## src/rtl/lsu_pkg.sv

```systemverilog
// Shared encodings and tag layout for the pipelined load/store unit.
// Tag fields are sized for the widest (64-bit) data path so one layout serves both widths.
package lsu_pkg;

  localparam logic [1:0] LSU_SZ_B = 2'b00;
  localparam logic [1:0] LSU_SZ_H = 2'b01;
  localparam logic [1:0] LSU_SZ_W = 2'b10;
  localparam logic [1:0] LSU_SZ_D = 2'b11;

  localparam int LSU_UNSIGNED_BIT = 2;
  localparam int LSU_OFFSET_W     = 3;

  typedef struct packed {
    logic [LSU_OFFSET_W-1:0] offset;
    logic [2:0]              opcode;
  } lsu_tag_t;

  localparam int LSU_TAG_W = $bits(lsu_tag_t);

  // A doubleword request on a 32-bit path is treated as a word.
  function automatic logic [1:0] lsu_eff_size(input logic [1:0] size, input int data_width);
    return (size == LSU_SZ_D && data_width == 32) ? LSU_SZ_W : size;
  endfunction

endpackage

```

## src/rtl/lsu_pipelined_if.sv

```systemverilog
// Avalon-MM pipelined data bus between the LSU (master) and memory (slave).
interface lsu_pipelined_if #(
  parameter int DATA_WIDTH = 32
);
  localparam int NB = DATA_WIDTH / 8;

  logic                  dbus_read;
  logic                  dbus_write;
  logic [DATA_WIDTH-1:0] dbus_address;
  logic [DATA_WIDTH-1:0] dbus_writedata;
  logic [NB-1:0]         dbus_byte_enable;
  logic                  dbus_waitrequest;
  logic [DATA_WIDTH-1:0] dbus_readdata;
  logic                  dbus_readdatavalid;

  modport master (
    output dbus_read, dbus_write, dbus_address, dbus_writedata, dbus_byte_enable,
    input  dbus_waitrequest, dbus_readdata, dbus_readdatavalid
  );

  modport slave (
    input  dbus_read, dbus_write, dbus_address, dbus_writedata, dbus_byte_enable,
    output dbus_waitrequest, dbus_readdata, dbus_readdatavalid
  );

endinterface

```

## src/rtl/lsu_tag_fifo.sv

```systemverilog
// Synchronous tag FIFO tracking in-flight reads; head is registered storage, no fall-through.
module lsu_tag_fifo #(
  parameter int WIDTH = 6,
  parameter int DEPTH = 2
) (
  input  logic                     clk,
  input  logic                     rst_n,
  input  logic                     push,
  input  logic [WIDTH-1:0]         push_data,
  input  logic                     pop,
  output logic                     full,
  output logic                     empty,
  output logic [$clog2(DEPTH):0]   count,
  output logic [WIDTH-1:0]         head
);

  localparam int PW = (DEPTH > 1) ? $clog2(DEPTH) : 1;
  localparam int CW = $clog2(DEPTH) + 1;

  logic [PW-1:0]    wr_ptr;
  logic [PW-1:0]    rd_ptr;
  logic [WIDTH-1:0] mem [DEPTH];
  logic             do_push;
  logic             do_pop;

  function automatic logic [PW-1:0] next_ptr(input logic [PW-1:0] p);
    return (p == PW'(DEPTH - 1)) ? '0 : p + 1'b1;
  endfunction

  assign full    = (count == CW'(DEPTH));
  assign empty   = (count == '0);
  assign do_push = push & ~full;
  assign do_pop  = pop & ~empty;
  assign head    = mem[rd_ptr];

  always_ff @(posedge clk) begin
    if (!rst_n) begin
      wr_ptr <= '0;
      rd_ptr <= '0;
      count  <= '0;
    end else begin
      // NOTE: sequential state uses non-blocking assignments so every register samples pre-edge values.
      if (do_push) wr_ptr <= next_ptr(wr_ptr);
      if (do_pop)  rd_ptr <= next_ptr(rd_ptr);
      case ({do_push, do_pop})
        2'b10:   count <= count + 1'b1;
        2'b01:   count <= count - 1'b1;
        default: count <= count;
      endcase
    end
  end

  // NOTE: storage has no reset; an entry is only read after a push has written it.
  always_ff @(posedge clk) begin
    if (do_push) mem[wr_ptr] <= push_data;
  end

endmodule

```

## src/rtl/lsu_pipelined.sv

```systemverilog
// Pipelined LSU: issues Avalon-MM reads/writes, tracks up to MAX_OUTSTANDING reads in a
// tag FIFO, and aligns/extends responses using the tag popped on readdatavalid.
module lsu_pipelined
  import lsu_pkg::*;
#(
  parameter int DATA_WIDTH      = 32,
  parameter int MAX_OUTSTANDING = 2
) (
  input  logic                  clk,
  input  logic                  rst_n,
  input  logic                  lsu_mem_read,
  input  logic                  lsu_mem_write,
  input  logic [2:0]            lsu_mem_opcode,
  input  logic [DATA_WIDTH-1:0] lsu_address,
  input  logic [DATA_WIDTH-1:0] lsu_writedata,
  output logic [DATA_WIDTH-1:0] lsu_readdata,
  output logic                  lsu_readdata_valid,
  output logic                  lsu_stall_req,
  output logic                  lsu_idle,
  output logic                  lsu_resp_error,
  output logic                  lsu_exception_load_addr_misaligned,
  output logic                  lsu_exception_store_addr_misaligned,
  lsu_pipelined_if.master       dbus
);

  localparam int NB = DATA_WIDTH / 8;
  localparam int OW = $clog2(NB);
  localparam int CW = $clog2(MAX_OUTSTANDING) + 1;

  logic [1:0]            req_size;
  logic [3:0]            req_bytes;
  logic [OW-1:0]         req_off;
  logic                  misaligned;
  logic [NB-1:0]         be_mask;
  logic [DATA_WIDTH-1:0] wdata_rep;
  logic                  issue_read;
  logic                  issue_write;
  logic                  fifo_full;
  logic                  fifo_empty;
  logic [CW-1:0]         fifo_count;
  logic                  fifo_pop;
  lsu_tag_t              push_tag;
  lsu_tag_t              head_tag;
  logic [1:0]            rsp_size;
  logic [3:0]            rsp_bytes;
  logic [DATA_WIDTH-1:0] rsp_lane;
  logic                  rsp_sign;

  // ---------------- request decode ----------------
  assign req_size  = lsu_eff_size(lsu_mem_opcode[1:0], DATA_WIDTH);
  assign req_bytes = 4'd1 << req_size;
  assign req_off   = lsu_address[OW-1:0];

  always_comb begin
    // NOTE: every always_comb output gets a default first so no path can infer a latch.
    misaligned = 1'b0;
    case (req_size)
      LSU_SZ_H: misaligned = lsu_address[0];
      LSU_SZ_W: misaligned = |lsu_address[1:0];
      LSU_SZ_D: misaligned = |lsu_address[2:0];
      default:  misaligned = 1'b0;
    endcase
  end

  // Lane mask and store-data replication; req_bytes is a power of two so '&' acts as modulo.
  always_comb begin
    be_mask   = '0;
    wdata_rep = '0;
    for (int i = 0; i < NB; i++) begin
      be_mask[i]          = (i < int'(req_bytes));
      wdata_rep[8*i +: 8] = lsu_writedata[8*(i & (int'(req_bytes) - 1)) +: 8];
    end
  end

  // ---------------- issue ----------------
  assign issue_read  = lsu_mem_read & ~misaligned & ~fifo_full;
  assign issue_write = lsu_mem_write & ~misaligned;

  assign dbus.dbus_read        = issue_read;
  assign dbus.dbus_write       = issue_write;
  assign dbus.dbus_address     = lsu_address & ~DATA_WIDTH'(NB - 1);
  assign dbus.dbus_writedata   = wdata_rep;
  assign dbus.dbus_byte_enable = be_mask << req_off;

  assign lsu_exception_load_addr_misaligned  = lsu_mem_read & misaligned;
  assign lsu_exception_store_addr_misaligned = lsu_mem_write & misaligned;

  // A pop in the same cycle does not free a slot for the blocked read.
  assign lsu_stall_req = ((issue_read | issue_write) & dbus.dbus_waitrequest)
                       | (lsu_mem_read & ~misaligned & fifo_full);

  // ---------------- tag tracking ----------------
  assign push_tag = '{offset: LSU_OFFSET_W'(req_off), opcode: lsu_mem_opcode};
  assign fifo_pop = dbus.dbus_readdatavalid & ~fifo_empty;

  lsu_tag_fifo #(
    .WIDTH (LSU_TAG_W),
    .DEPTH (MAX_OUTSTANDING)
  ) u_tag_fifo (
    .clk       (clk),
    .rst_n     (rst_n),
    .push      (issue_read & ~dbus.dbus_waitrequest),
    .push_data (push_tag),
    .pop       (fifo_pop),
    .full      (fifo_full),
    .empty     (fifo_empty),
    .count     (fifo_count),
    .head      (head_tag)
  );

  assign lsu_idle = (fifo_count == '0);

  // ---------------- response ----------------
  assign rsp_size  = lsu_eff_size(head_tag.opcode[1:0], DATA_WIDTH);
  assign rsp_bytes = 4'd1 << rsp_size;
  assign rsp_lane  = dbus.dbus_readdata >> {head_tag.offset, 3'b000};
  // Full-width results have no fill bytes, so the unsigned bit drops out naturally for them.
  assign rsp_sign  = ~head_tag.opcode[LSU_UNSIGNED_BIT] & rsp_lane[8*int'(rsp_bytes) - 1];

  always_comb begin
    lsu_readdata = '0;
    for (int i = 0; i < NB; i++) begin
      lsu_readdata[8*i +: 8] = (i < int'(rsp_bytes)) ? rsp_lane[8*i +: 8] : {8{rsp_sign}};
    end
  end

  assign lsu_readdata_valid = fifo_pop;

  always_ff @(posedge clk) begin
    if (!rst_n)                                         lsu_resp_error <= 1'b0;
    else if (dbus.dbus_readdatavalid && fifo_empty)     lsu_resp_error <= 1'b1;
  end

endmodule

```

## src/flat_wrapper.sv

```systemverilog
// flat-port wrapper written by rule: the top's interface ports become plain ports
module lsu_pipelined_flat import lsu_pkg::*;
#(
  parameter int DATA_WIDTH      = 32,
  parameter int MAX_OUTSTANDING = 2
)
  (clk, rst_n, lsu_mem_read, lsu_mem_write, lsu_mem_opcode, lsu_address, lsu_writedata, lsu_readdata, lsu_readdata_valid, lsu_stall_req, lsu_idle, lsu_resp_error, lsu_exception_load_addr_misaligned, lsu_exception_store_addr_misaligned, dbus_dbus_read, dbus_dbus_write, dbus_dbus_address, dbus_dbus_writedata, dbus_dbus_byte_enable, dbus_dbus_waitrequest, dbus_dbus_readdata, dbus_dbus_readdatavalid);
  lsu_pipelined_if #(.DATA_WIDTH(DATA_WIDTH)) dbus_i ();
  input  logic clk;
  input  logic rst_n;
  input  logic lsu_mem_read;
  input  logic lsu_mem_write;
  input  logic [2:0] lsu_mem_opcode;
  input  logic [DATA_WIDTH-1:0] lsu_address;
  input  logic [DATA_WIDTH-1:0] lsu_writedata;
  output logic [DATA_WIDTH-1:0] lsu_readdata;
  output logic lsu_readdata_valid;
  output logic lsu_stall_req;
  output logic lsu_idle;
  output logic lsu_resp_error;
  output logic lsu_exception_load_addr_misaligned;
  output logic lsu_exception_store_addr_misaligned;
  output wire logic [$bits(dbus_i.dbus_read)-1:0] dbus_dbus_read;
  output wire logic [$bits(dbus_i.dbus_write)-1:0] dbus_dbus_write;
  output wire logic [$bits(dbus_i.dbus_address)-1:0] dbus_dbus_address;
  output wire logic [$bits(dbus_i.dbus_writedata)-1:0] dbus_dbus_writedata;
  output wire logic [$bits(dbus_i.dbus_byte_enable)-1:0] dbus_dbus_byte_enable;
  input wire logic [$bits(dbus_i.dbus_waitrequest)-1:0] dbus_dbus_waitrequest;
  input wire logic [$bits(dbus_i.dbus_readdata)-1:0] dbus_dbus_readdata;
  input wire logic [$bits(dbus_i.dbus_readdatavalid)-1:0] dbus_dbus_readdatavalid;
  assign dbus_dbus_read = dbus_i.dbus_read;
  assign dbus_dbus_write = dbus_i.dbus_write;
  assign dbus_dbus_address = dbus_i.dbus_address;
  assign dbus_dbus_writedata = dbus_i.dbus_writedata;
  assign dbus_dbus_byte_enable = dbus_i.dbus_byte_enable;
  assign dbus_i.dbus_waitrequest = dbus_dbus_waitrequest;
  assign dbus_i.dbus_readdata = dbus_dbus_readdata;
  assign dbus_i.dbus_readdatavalid = dbus_dbus_readdatavalid;
  lsu_pipelined #(.DATA_WIDTH(DATA_WIDTH), .MAX_OUTSTANDING(MAX_OUTSTANDING)) u_core (.clk(clk), .rst_n(rst_n), .lsu_mem_read(lsu_mem_read), .lsu_mem_write(lsu_mem_write), .lsu_mem_opcode(lsu_mem_opcode), .lsu_address(lsu_address), .lsu_writedata(lsu_writedata), .lsu_readdata(lsu_readdata), .lsu_readdata_valid(lsu_readdata_valid), .lsu_stall_req(lsu_stall_req), .lsu_idle(lsu_idle), .lsu_resp_error(lsu_resp_error), .lsu_exception_load_addr_misaligned(lsu_exception_load_addr_misaligned), .lsu_exception_store_addr_misaligned(lsu_exception_store_addr_misaligned), .dbus(dbus_i));
endmodule
```

## config.mk

```make
export PLATFORM = sky130hd
export DESIGN_NAME = lsu_pipelined_flat
export DESIGN_NICKNAME = d
export VERILOG_FILES = /design/src/rtl/lsu_pkg.sv /design/src/rtl/lsu_pipelined_if.sv /design/src/rtl/lsu_tag_fifo.sv /design/src/rtl/lsu_pipelined.sv /design/src/flat_wrapper.sv
export SDC_FILE = /design/constraint.sdc
export NUM_CORES = 1
export LEC_CHECK = 0
export CORE_ASPECT_RATIO = 0.8
export CORE_UTILIZATION = 30
export CTS_BUF_LIST = sky130_fd_sc_hd__clkbuf_16
export DETAILED_ROUTE_END_ITERATION = 10
export PLACE_DENSITY = 0.92
export REMOVE_ABC_BUFFERS = 1
export SETUP_SLACK_MARGIN = 0.5
export SLEW_MARGIN = 20
export SYNTH_ARGS = -nofsm -noshare
export SYNTH_HDL_FRONTEND = slang
export SYNTH_SLANG_ARGS = --single-unit
```

## constraint.sdc

```tcl
create_clock -name clk -period 3.1 [get_ports clk]
set_input_delay 0.62 -clock clk [delete_from_list [all_inputs] [get_ports clk]]
set_output_delay 0.62 -clock clk [all_outputs]
set_load 0.005 [all_outputs]
```

### Word-level counts from Yosys, hierarchy flattened

Memory sizes are Yosys's and may differ from the RTL's. A register that Yosys moved wholly into a read port is not among the register bits.
Cells that the tools add are included.

* add/subtract/negate cells: 6
* multiply operators: 0
* divide/modulo/power cells: 0
* magnitude comparators: 9
* eq/ne operators: 8
* shift-type cells: 7
* multiplexer cells: 17
* bitwise logic cells: 19
* reductions and logical operators: 5

Operator list (count)
* $shiftx A32 B6 Y8: 2
* $lt A32 B7 Y1 const B: 1
* $mux W8: 4
* $shiftx A32 B5 Y8: 1
* $shr A32 B6 Y32: 1
* $lt A1 B4 Y1 const A: 4
* $lt A2 B4 Y1 const A: 4
* $and A1 B1 Y1: 12
* $eq A2 B2 Y1 const B: 6
* $mux W1: 8
* $shl A1 B2 Y4 const A: 2
* $sub A7 B1 Y8 const B: 1
* $bmux W1 S5: 1
* $not A1 Y1: 5
* $eq A2 B1 Y1 const B: 2
* $mux W2: 2
* $pmux W2 S2: 1
* $shl A4 B2 Y4: 1
* $sub A2 B1 Y2 const B: 2
* $pmux W1 S3: 1
* $reduce_or A3 Y1: 1
* $add A1 B1 Y1 const B: 2
* $add A2 B1 Y2 const B: 1
* $logic_not A2 Y1: 1
* 4 further kinds: 5

* register bits after elaboration: 5
* latch bits: 0
* bits in writable memories: 10
* bits in read-only memories: 0
* input bits: 105
* output and inout port bits: 108
* word-level logic and storage cells: 76
* memories kept: 1

Memories
* u_core.u_tag_fifo.mem: words 2, bits a word 5, read ports 1, clocked after memory_dff 1, wr ports 1, RTL line lsu_tag_fifo.sv:22 `logic [WIDTH-1:0] mem [DEPTH];`

### Longest topological paths before layout

* depth in word-level cells: 11
* depth in mapped cells: 8
* mapped depth without buffers: 7

### Cells and area by module

Synthesis repeated with hierarchy kept, for this count alone.

* cells, all modules: 244
* area, all modules: 2100.8 sq um

By module, submodules not included
* lsu_pipelined: times used 1, cells each 199, area each 1432.6 sq um, seq. area each 20.0 sq um
* lsu_tag_fifo: times used 1, cells each 45, area each 668.1 sq um, seq. area each 460.4 sq um

### Worst setup path before layout

OpenSTA, ideal clock, no wires.

* path kind: input to output
* from: input lsu_mem_opcode[1]
* to: output dbus_dbus_writedata[24]
* arrival: 1915 ps
* required time: 2480 ps
* setup slack: 565 ps
* cell stages on the path: 4
* buffers on the path: 1
* cells stage by stage: clkbuf_1 -> nor2_1 -> mux2_2 -> mux2_2

* word-level cells in the longest chain between the ends: 5

RTL lines
* from (decl): RTL line flat_wrapper.sv:13 `input logic [2:0] lsu_mem_opcode;`
* $eq A2 B2 Y1: RTL line lsu_pkg.sv:22 `return (size == LSU_SZ_D && data_width == 32) ? LSU_SZ_W : size;`
* $mux W2 *: RTL line lsu_pkg.sv:22
* $shl A1 B2 Y4 *: RTL line lsu_pipelined.sv:51 `assign req_bytes = 4'd1 << req_size;`
* $sub A2 B1 Y2 *
* $shiftx A32 B6 Y8 *: RTL line lsu_pipelined.sv:71 `wdata_rep[8*i +: 8] = lsu_writedata[8*(i & (int'(req_bytes) - 1)) +: 8];`
* to (decl): RTL line flat_wrapper.sv:26 `output wire logic [$bits(dbus_i.dbus_writedata)-1:0] dbus_dbus_writedata;`

Every way passes the cells marked *; elsewhere a longest branch is shown, timed or not.

==> results.txt <==
The run gives 23.3% as the overall global routing resource usage. The portion of the post-synthesis area used by sequential elements is 20.3%, and the register bit count reported by yosys is 16. In the synthesized netlist, the number of instances is 242. The area enclosed by the die boundary was 0.00724 mm²; the share of the cycle needed by the critical path after routing was 93.0%. Of the post-synthesis cell area, the dominant cell type holds 16.4%. Total power for the finished layout comes to 1.39 mW. In the synthesized netlist the dominant register cell turns out to be edfxtp_1.

The worst hold path belongs to the class reg -> reg. The area growth from synthesis to layout works out to 91.5%. Routability-driven placement finished with a final weighted congestion of 0.818.

Yosys mapped a number of flops with a built-in enable equal to 10. Input and output buffers added on the ports amount to 150. The number of clock buffers added by TritonCTS is 3. The highest ir drop seen on vdd was 0.176 mV.

The signal arrival time at the worst endpoint was 2.26 ns. The design area was 0.00396 mm²; the row count was 26. The library cell used as clock root buffer was clkbuf_16. Dividing total power by cell area gives a power density of 350 mW/mm². Setup slack closes at 0.216 ns. Combinational logic is responsible for 62.8% of the overall power. Count of different cell masters after synthesis: 43. Net switching is 32.8% of the power. The most common cell in the synthesized netlist is buf_4. The logs give 22 for the maximum number of pins on one net before global-route repair and 0 for the final antenna-violating net count. The critical path ends at lsu_readdata[25]. Summed over all nets, the half-perimeter wirelength after detailed placement is 6440 µm.

The tools report the flop-to-flop setup slack as 1.20 ns. In the routed design, unresolved DRC markers number 0. After clock tree synthesis, the clock-pin slew on the worst setup and hold paths is 0.05 ns.

The endpoint identified for the worst register-to-register timing path is u_core.u_tag_fifo.count[1]. Of the cells placed in the final design, the portion with a size suffix greater than 1 is 39.4%. The width of the die came out at 94.9 µm. After synthesis, the cell types taking the most area are mux2i_1 16%, buf_4 15%, edfxtp_1 15%. The number of pins exceeding their max-slew limit in the final report is 0.

Internal power comes to 930 µW. For the standby leakage power, the log shows 1.74 nW. After filler insertion, the fill cell instance count of the layout stands at 522.

The timing startpoint of the critical path is u_core.u_tag_fifo.mem[0][4]. The worst setup slack after placement is -0.245 ns. TritonCTS built the clock tree. Remaining global-route overflow: 0. Dividing the synthesized area by the synthesized cell count gives 8.55 µm².

Synthesized area: 0.00207 mm². In the final design database the tool counted 503 nets. The share of total power dissipated in sequential elements is 19.3%. For this run, asynchronously set or reset flops after synthesis account for 0%.

mux2i_1 takes more of the synthesized area than any other cell. Headroom to the max-slew limit came out at 64.2%. Summed over all nets, the switching power comes to 455 µW.

The worst register-to-register path begins at u_core.u_tag_fifo.count[0]. The number of cells on the worst reg-to-reg path is 5. Wires add up to 8900 µm. The total inserted antenna cells was 0. Setup repair after global routing could not meet its margin everywhere. The initial antenna violation count was 0. The tool flagged a number of max-cap violations equal to 0. For the number of H-tree branching levels, the log shows 1.

The clock net in this run drives a total of 16 sinks. Setup violations remaining at the end of the flow were counted as 0. The run finished with clean final reports.

Data on the critical path is required at its endpoint by 2.48 ns. The number of global-route vias before repair was 2610. By count the netlist is led by 40 x buf_4, 34 x mux2i_1, 25 x mux2_2, 20 x nor2_1, 19 x nand2_1.

The logs give 0.00283 ns for the worst clock skew on the final layout and 0.00654 mm² for the core box area. The routed length per placed instance is 18.5 µm. The routed via count is 2457.

The effective utilization at floorplan was 31.6%. For this run, the top clock speed supported by timing is 347 MHz. Pin slew with the least headroom to its limit: 0.530 ns. Critical path start-end classification: reg -> out. The tools report the first-pass iteration count of the detailed router as 4. For the number of failing hold endpoints at the final stage, the log shows 0. The first global-routing pass estimated 12900 µm of wire. The run gives 60.6% as the core utilization of the finished layout. Of all nets on the critical path, the largest fanout is 5.

In the routed layout, each cell is associated on average with a via count of 5.12. For the finished layout, the period the worst path requires is 2.88 ns. Yosys printed 0 warnings.

After the first detailed-routing iteration, the DRC count stood at 42. STA classifies the critical path startpoint as a register. The die is 76.3 µm tall. The clock passes through at most 2 buffers. The kind of end point of the critical path was a primary output. The top-level I/O count came out at 213. On the final layout, the worst hold slack is 0.492 ns. The run gives 0.00345 mm² as the post-detailed-placement cell area. The later pin in the worst-skew pair is clocked with a latency of 0.24 ns.

In this run, the clock network consumes 17.9% of the power.
cell type report:
| type | instances | area [µm²] | share of cell area (%) |
|---|---|---|---|
| multi-input cells | 173 | 1510 | 38.2 |
| well taps | 84 | 105 | 2.65 |
| inverters | 5 | 18.8 | 0.474 |
| clock buffers | 3 | 75.1 | 1.89 |
| repair buffers | 198 | 1820 | 46.0 |
| clock inverters | 1 | 3.75 | 0.0947 |
| flip-flops and latches | 16 | 424 | 10.7 |
flip-flops by register name, indices dropped and copies added (netlist names), named ones only:
| signal | count |
|---|---|
| u_core.u_tag_fifo.mem | 10 |
| u_core.u_tag_fifo.count | 2 |
| u_core.lsu_resp_error | 1 |
| u_core.u_tag_fifo.rd_ptr | 1 |
| u_core.u_tag_fifo.wr_ptr | 1 |
through the flow:
stage	setup TNS, ns	instances
2_1_floorplan	-0.235	194
3_3_place_gp	-1.43	445
3_5_place_dp	-2.30	445
4_1_cts	0	475
5_1_grt	0	480
6_report	0	480
cells in the final DEF (no fill, tap or decap), types with 6 or more instances in the layout:
cell / instances
a21oi_1: 10
and2_1: 7
buf_2: 25
buf_4: 27
buf_6: 19
clkbuf_2: 6
clkdlybuf4s50_1: 97
dlygate4sd2_1: 14
edfxtp_1: 10
mux2_2: 16
mux2_4: 9
mux2i_1: 24
mux2i_2: 7
nand2_1: 10
nand2_2: 8
nor2_1: 16
o21ai_1: 6
o21ai_2: 10
power groups by stage:
stage / registers (mW) / logic (mW) / clock network [mW]
6_report: 0.268 / 0.870 / 0.248
5_1_grt: 0.271 / 0.935 / 0.259
4_1_cts: 0.268 / 0.810 / 0.253
3_5_place_dp: 0.268 / 0.756 / 0
3_3_place_gp: 0.267 / 0.740 / 0
2_1_floorplan: 0.272 / 0.294 / 0
logic make-up (layout without fill, tap and decap cells):
family / Yosys count / after routing / share of synthesized area [%]
buffers and inverters: 54 / 207 / 18.0
DFF: 16 / 16 / 20.3
xor gates and xnor gates: 5 / 5 / 2.12
adders and majority gates: 1 / 1 / 0.604
AOI/OAI and AO/OA: 43 / 43 / 13.2
muxes: 60 / 60 / 31.1
other: 1 / 2 / 0.181
and+or+nand+nor: 62 / 62 / 14.4
repair_timing:
action                                  4_1_cts  5_1_grt
hold buffers                                  0        0
endpoints found under the setup margin       65       45
resized for setup                           215       40
setup buffers                                25        5
pin swaps                                     6        3
cloned                                        1        0
layer usage:
layer / vias to the layer above / wire length [µm] / track usage, %
met3: 15 / 1190 / 11.9
met4: 0 / 175 / 8.33
li1: 1131 / - / -
met1: 1136 / 3430 / 24.4
met5: - / 0 / 6.06
met2: 175 / 4110 / 38.8
worst min path at each step:
| stage | start | slack, ns | endpoint | depth (start not counted) |
|---|---|---|---|---|
| global placement | u_core.lsu_resp_error | 0.48 | u_core.lsu_resp_error | 2 |
| floorplan | u_core.u_tag_fifo.count[1] | 0.48 | u_core.u_tag_fifo.count[1] | 2 |
| CTS | u_core.lsu_resp_error | 0.50 | u_core.lsu_resp_error | 2 |
| finish | u_core.lsu_resp_error | 0.49 | u_core.lsu_resp_error | 2 |
| global route | u_core.lsu_resp_error | 0.57 | u_core.lsu_resp_error | 2 |
| detailed placement | u_core.lsu_resp_error | 0.48 | u_core.lsu_resp_error | 2 |
critical path, stage by stage (launching register included):
cell and delay (ns):
edfxtp_1 0.43, mux2i_4 0.22, mux2i_2 0.27, mux2i_2 0.10, buf_4 0.16, o32ai_4 0.32
buf_6 0.18, buf_6 0.10, buf_6 0.09, nand2_2 0.04, buf_2 0.12
Power figures use the tool's default switching activity.
